==> src/rtl/uart_tx_word_arbiter.sv <==
// uart_tx_word_arbiter: round-robin sharing of the UART TX word path (req_valid/req_data/req_ack from requesters; tx_sys_data/sys_tx_data_valid/word_busy to buffer; grant_id/arb_busy/timeout_err status)
module uart_tx_word_arbiter #(
  parameter int NUM_REQ = 4,
  parameter int DATA_W = 32,
  parameter int TIMEOUT = 1000000
) (
  input  logic                       clk,
  input  logic                       rst,
  input  logic [NUM_REQ-1:0]         req_valid,
  input  logic [NUM_REQ*DATA_W-1:0]  req_data,
  output logic [NUM_REQ-1:0]         req_ack,
  output logic [DATA_W-1:0]          tx_sys_data,
  output logic                       sys_tx_data_valid,
  input  logic                       word_busy,
  output logic [$clog2(NUM_REQ)-1:0] grant_id,
  output logic                       arb_busy,
  output logic                       timeout_err
);
  localparam int IW = $clog2(NUM_REQ);
  localparam int CW = $clog2(TIMEOUT);
  typedef enum logic [1:0] {IDLE, ISSUE, WAIT_BUSY, WAIT_DONE} state_t;
  state_t r_state;
  logic [IW-1:0] r_rr_ptr;
  logic [IW-1:0] w_win;
  logic [IW-1:0] w_idx;
  logic [CW-1:0] r_cnt;
  logic w_to;
  always_comb begin
    w_win = '0;
    w_idx = '0;
    for (int k = NUM_REQ - 1; k >= 0; k--) begin
      w_idx = IW'((int'(r_rr_ptr) + k) % NUM_REQ);
      if (req_valid[w_idx]) w_win = w_idx;
    end
  end
  assign w_to = r_cnt == CW'(TIMEOUT - 1);
  always_ff @(posedge clk) begin
    if (rst) begin
      r_state <= IDLE;
      r_rr_ptr <= '0;
      r_cnt <= '0;
      req_ack <= '0;
      tx_sys_data <= '0;
      sys_tx_data_valid <= 1'b0;
      grant_id <= '0;
      arb_busy <= 1'b0;
      timeout_err <= 1'b0;
    end else begin
      req_ack <= '0;
      sys_tx_data_valid <= 1'b0;
      timeout_err <= 1'b0;
      case (r_state)
        IDLE: if (!word_busy && |req_valid) begin
          tx_sys_data <= req_data[int'(w_win)*DATA_W +: DATA_W];
          grant_id <= w_win;
          req_ack <= NUM_REQ'(1) << w_win;
          sys_tx_data_valid <= 1'b1;
          arb_busy <= 1'b1;
          r_state <= ISSUE;
        end
        ISSUE: begin
          r_rr_ptr <= (grant_id == IW'(NUM_REQ - 1)) ? '0 : grant_id + 1'b1;
          r_cnt <= '0;
          r_state <= WAIT_BUSY;
        end
        WAIT_BUSY: if (word_busy) begin
          r_cnt <= '0;
          r_state <= WAIT_DONE;
        end else if (w_to) begin
          timeout_err <= 1'b1;
          arb_busy <= 1'b0;
          r_state <= IDLE;
        end else begin
          r_cnt <= r_cnt + 1'b1;
        end
        WAIT_DONE: if (!word_busy) begin
          arb_busy <= 1'b0;
          r_state <= IDLE;
        end else if (w_to) begin
          timeout_err <= 1'b1;
          arb_busy <= 1'b0;
          r_state <= IDLE;
        end else begin
          r_cnt <= r_cnt + 1'b1;
        end
      endcase
    end
  end
endmodule

==> config.mk <==
export PLATFORM = sky130hd
export DESIGN_NAME = uart_tx_word_arbiter
export DESIGN_NICKNAME = d
export VERILOG_FILES = /design/src/rtl/uart_tx_word_arbiter.sv
export SDC_FILE = /design/constraint.sdc
export NUM_CORES = 1
export LEC_CHECK = 0
export CORE_MARGIN = 2
export CORE_UTILIZATION = 41
export CTS_BUF_LIST = sky130_fd_sc_hd__clkbuf_8
export DETAILED_ROUTE_END_ITERATION = 10
export PLACE_DENSITY = 0.83
export REMOVE_ABC_BUFFERS = 1
export SKIP_CTS_REPAIR_TIMING = 1
export SYNTH_ARGS = -nofsm -noshare
export SYNTH_HDL_FRONTEND = slang
export SYNTH_SLANG_ARGS = --single-unit
export TNS_END_PERCENT = 100
==> constraint.sdc <==
create_clock -name clk -period 1.99 [get_ports clk]
set_clock_uncertainty 0.2 [all_clocks]
set_input_delay 0.2985 -clock clk [delete_from_list [all_inputs] [get_ports clk]]
set_output_delay 0.2985 -clock clk [all_outputs]
set_load 0.1 [all_outputs]
---- Yosys cells after proc, flatten, opt, wreduce, memory -nomap -nowiden ----
Index checks and enable logic that the tools add are counted.
W data, S select, Z words.
storage, ports and cells
  flip-flop bits (word level) ............. 65
  output and inout bits ................... 41
operators by class
  add/sub/neg operators ................... 5
  $lt $le $gt $ge ......................... 4
  equality and inequality tests ........... 8
  shift operators ......................... 2
  muxes and demuxes ....................... 32
  bitwise logic cells ..................... 2
  reductions and logical operators ........ 11
operator list
  cell                     number
  $shiftx A128 B8 Y32      1
  $mux W20                 3
  $pmux W20 S3             1
  $add A20 B1 Y20 const B  1
  $eq A20 B20 Y1 const B   1
  $mux W2                  9
  $lt A2 B3 Y1 const B     4
  $mux W1                  12
  $bmux W1 S2              4
  $pmux W2 S4              1
  $eq A2 B2 Y1 const B     3
  $ne A2 B2 Y1 const B     3
  $reduce_bool A3 Y1       2
  $add A2 B1 Y2 const B    2
  $add A2 B2 Y2 const B    2
  $reduce_and A2 Y1        2
  $reduce_or A4 Y1         1
  $shl A1 B2 Y4 const A    1
  $pmux W1 S3              1
  $reduce_and A3 Y1        1
  $reduce_or A3 Y1         1
  $eq A2 B1 Y1 const B     1
  $logic_not A2 Y1         1
  $not A1 Y1               2
  4 further kinds          4

---- Logic depth before layout (Yosys ltp) ----
  depth in word-level cells ............... 8
  mapped depth ............................ 8
  gate-level depth less buffers ........... 6

---- Worst setup path before layout ----
Ideal clock, no wire load.
  path type ............................... flip-flop to flip-flop
  start point ............................. register grant_id[0]
  end point ............................... register r_rr_ptr[1]
  arrival ................................. 1492 ps
  required time ........................... 1662 ps
  path slack .............................. 171 ps
  cell stages (with the launch flop) ...... 4
  buffers on the path ..................... 0
  period minus slack after synthesis ...... 1819 ps
  cell sequence ........................... dfxtp_1 ha_1 mux2i_1 nor2_1
between the ends
  longest elaborated chain between the ends .. 2
  elaborated cells on any way between the ends .. 3
  those cells by class .................... add/sub: 1; eq/ne: 1; mux: 1
ends and longest elaborated chain
  element                                        RTL line  text
  start: declaration                             15        output logic [$clog2(NUM_REQ)-1:0] grant_id,
  start signal: assignment                       55        grant_id <= w_win;
  $add A2 B1 Y2 or $eq A2 B2 Y1 (tied branches)  62        r_rr_ptr <= (grant_id == IW'(NUM_REQ - 1)) ? '0 : grant_id + 1'b1;
  $mux W2 (*)                                    62
  end signal: assignment                         62
  end: declaration                               23        logic [IW-1:0] r_rr_ptr;
Every way passes the cells marked *; elsewhere a longest branch is shown, timed or not.
A chain may end at the register's enable or synchronous reset.

---- Worst setup path after layout ----
  start point ............................. input req_valid[1]
  end point ............................... register tx_sys_data[12]
between the ends
  longest elaborated chain between the ends .. 7
  elaborated cells on any way between the ends .. 16
  those cells by class .................... shift: 1; mux: 12; reduce/logical: 3
ends and longest elaborated chain
  element                        RTL line  text
  start: declaration             9         input logic [NUM_REQ-1:0] req_valid,
  $bmux W1 S2                    33        if (req_valid[w_idx]) w_win = w_idx;
  $mux W1 (implied by the code)  33
  $mux W2 (4 in series)          33
  $shiftx A128 B8 Y32            54        tx_sys_data <= req_data[int'(w_win)*DATA_W +: DATA_W];
  end signal: assignment         54
  end: declaration               12        output logic [DATA_W-1:0] tx_sys_data,
Several ways; a longest one is shown, not always the timed one. The select of a mux whose other input is x is not followed.

==> flow_summary.yaml <==
placed_design:
  io_buffers: 175
  place_hpwl_um: 9390
  place.gp.congestion: 0.882
clocking:
  worstSkewPairLatency_ns: 0.35
  h-tree-depth: 3
  cts_root_buf: "clkbuf_8"
  cts_max_path_buffers: 2
  cts.sinks: 65
  tritoncts: "done"
  path_clk_slew_ns: 0.08
  cts_buffers: 9
global_routing:
  top_usage_layer: "met2"
  overflow: 0
  met1_usage: 0.273
  grt_usage: 0.263
  grt_use_met2: 0.464
  grt_pass1_vias: 3668
  grt_start_max_net_pins: 35
  antenna_found_initial: 0
  grt_pass1_wl_um: 18100
  use_met3: 0.0822
run:
  max-cap-violations: 0
finish:
  fillers: 495
  final_layout_size_suffix_gt1_frac: 0.213
  fin_util: 0.770
  diodes: 0
  nNetsFinal: 710
  syn2layout_area_growth_pct: 83.7
  layout.area.seq_um2: 1300
  multiInputGateArea_um2: 2020
power_and_ir_drop:
  total_power_mw: 4.59
  power_switching_mw: 1.66
  power_frac_clock: 0.285
  p_seq_frac: 0.325
  ir_drop_mv: 0.460
  power.internal_mw: 2.93
  p_leak_nw: 2.41
  switching_share: 0.361
  combPwrFrac: 0.390
  power_density_nw_per_um2: 733
die:
  start_util: 0.419
  core_um2: 8130
  dieWidth_um: 95.2
  die_h_um: 95.2
  ios: 176
  num_rows: 33
  fp.dieArea_um2: 9060
worst_setup_path:
  critPathKind: "input pin to flip-flop"
  cp-start-kind: "input pin"
  slowest_delay_ns: 0.46
  cp.required_ns: 2.01
  crit_fanout: 7
  slowest_stage: "clkdlybuf4s50_1"
  cp.buffers_inverters: 3
  crit_chain: "clkdlybuf4s50_1, a21o_1, a21oi_4, buf_4, o22a_4, clkbuf_16, mux2i_1, o221ai_1"
  cp_top_family: "buffers and inverters"
  worstPathArrival_ns: 2.12
  crit_path_end_kind: "flip-flop"
routing:
  wire_per_inst_um: 20.6
  drtIter0Drc: 148
  vias: 3897
  first_pass_iters: 5
  drtAntennaViolNets: 0
  route.detailed.drc: 0
  viasPerCell: 5.71
  wirelength_um: 14100
synthesis:
  ys_seq_area_frac: 0.382
  synth_ff_type: "dfxtp_1"
  syn_inst: 366
  synthArstFlopShare: 0
  synth_edf_count: 0
  synth_area_um2: 3410
  ys_types: 48
  ys_ff_latch: 65
  ys_warn_count: 0
  avgSynthCellArea_um2: 9.32
timing:
  hold_viol_final: 0
  finalMaxSlewViolations: 0
  fin_crit_ns: 2.09
  timing.final.ws_setup_ns: -0.105
  setup_viol: 5
  relSlewSlack: 0.764
  max_slew.worst_pin.slew_ns: 0.353
  fmax_mhz: 477
  fin_crit_sh: 1.05
run_status:
  status: "finished, violations left"
  violations: "setup timing"
worst_hold_path:
  hold_class: "flip-flop to flip-flop"
-- final timing paths --
kind / slack, ns / start / endpoint / depth (start not counted)
setup reg to reg: -0.10 / r_rr_ptr[0] / tx_sys_data[12] / 7
hold reg to reg: 0.27 / tx_sys_data[2] / tx_sys_data[2] / 2
hold / removal: 0.27 / tx_sys_data[2] / tx_sys_data[2] / 2
setup / recovery: -0.10 / req_valid[1] / tx_sys_data[12] / 8
-- layout by cell type (no fill, tap or decap), types with 3 or more instances in the layout --
cell type / Yosys / routed
buf_4: 3 / 40
o221ai_1: 32 / 32
nor2_1: 32 / 32
clkdlybuf4s50_1: 0 / 134
inv_1: 8 / 8
nor2b_1: 6 / 5
o211ai_1: 3 / 3
buf_12: 1 / 37
clkbuf_16: 0 / 6
nand3_1: 7 / 7
o21ai_0: 7 / 7
a21oi_1: 7 / 5
and3_1: 5 / 5
mux2i_2: 0 / 6
dfxtp_1: 65 / 65
a31oi_1: 6 / 6
clkbuf_8: 0 / 10
clkinvlp_4: 0 / 3
xor2_1: 12 / 12
nand4_1: 6 / 6
mux2i_1: 67 / 61
nor3_1: 6 / 6
nand2_1: 41 / 39
-- registers in the layout, summed over array words and instances, names as in the netlist --
name,flops
r_state,2
r_rr_ptr,2
grant_id,2
sys_tx_data_valid,1
timeout_err,1
req_ack,4
tx_sys_data,32
arb_busy,1
r_cnt,20
-- metrics by stage --
step	setup slack (ns)	instances	TNS (ns)	instance area (µm²)	hold WS, ns
after floorplan	-1.63	342	-58.81	3240	0.168
after global placement	-0.229	655	-8.49	5750	0.243
after detailed placement	-0.361	655	-11.68	5750	0.249
after CTS	0.0125	671	0	5970	0.260
after global routing	-0.166	683	-1.08	6270	0.267
final	-0.105	683	-0.266	6270	0.266
-- power groups by stage --
| stage | sequential [mW] | combinational [mW] | clock (mW) |
|---|---|---|---|
| after global routing | 1.50 | 1.85 | 1.37 |
| final | 1.49 | 1.79 | 1.31 |
| after global placement | 1.51 | 1.62 | 0 |
| after CTS | 1.49 | 1.66 | 1.32 |
| after floorplan | 2.05 | 0.349 | 0 |
| after detailed placement | 1.51 | 1.65 | 0 |
-- worst min-delay path, cell delays in order, from the launching register on --
cell	delay (ns)
dfxtp_1	0.33
nand2_1	0.05
o221ai_1	0.05
-- synthesized netlist by cell type, types with 2 or more instances --
| master | count | area, µm² |
|---|---|---|
| o21ai_1 | 2 | 10.0 |
| buf_6 | 2 | 22.5 |
| nor3_1 | 6 | 30.0 |
| clkbuf_4 | 3 | 22.5 |
| mux2i_1 | 67 | 671 |
| clkbuf_1 | 4 | 15.0 |
| buf_2 | 10 | 50.1 |
| nand3_1 | 7 | 35.0 |
| xor2_1 | 12 | 105 |
| nand2_1 | 41 | 154 |
| a21oi_1 | 7 | 35.0 |
| ha_1 | 2 | 25.0 |
| inv_1 | 8 | 30.0 |
| nand2b_1 | 3 | 18.8 |
| a31oi_1 | 6 | 37.5 |
| nand4_1 | 6 | 37.5 |
| dfxtp_1 | 65 | 1300 |
| and3_1 | 5 | 31.3 |
| nor2b_1 | 6 | 37.5 |
| a21o_1 | 2 | 15.0 |
| nor2_1 | 32 | 120 |
| xnor2_1 | 2 | 17.5 |
| o221ai_1 | 32 | 280 |
| buf_4 | 3 | 22.5 |
| o21ai_0 | 7 | 35.0 |
| o211ai_1 | 3 | 22.5 |
| and4_1 | 2 | 17.5 |
-- cell type report --
type / count / area share
well taps: 105 / 0.0210
clock buffers: 10 / 0.0220
flip-flops and latches: 65 / 0.208
inverters: 8 / 0.00479
clock inverters: 6 / 0.0146
repair buffers: 219 / 0.408
multi-input cells: 270 / 0.322
-- kinds of logic (layout without fill, tap and decap cells) --
kind of cell / Yosys count / count (layout) / synth area share
compound gates: 68 / 69 / 0.156
xor+xnor: 14 / 14 / 0.0360
fa+ha+maj: 2 / 2 / 0.00734
buf+inv: 32 / 243 / 0.0580
flops: 65 / 65 / 0.382
mux: 67 / 67 / 0.197
simple gates: 118 / 118 / 0.165
-- layer usage --
layer / up-vias / share of wire
met2: 194 / 0.52
li1: 1760 / -
met5: - / 0
met1: 1888 / 0.35
met3: 55 / 0.079
met4: 0 / 0.049
No activity file was read; power rests on OpenSTA's default activity.
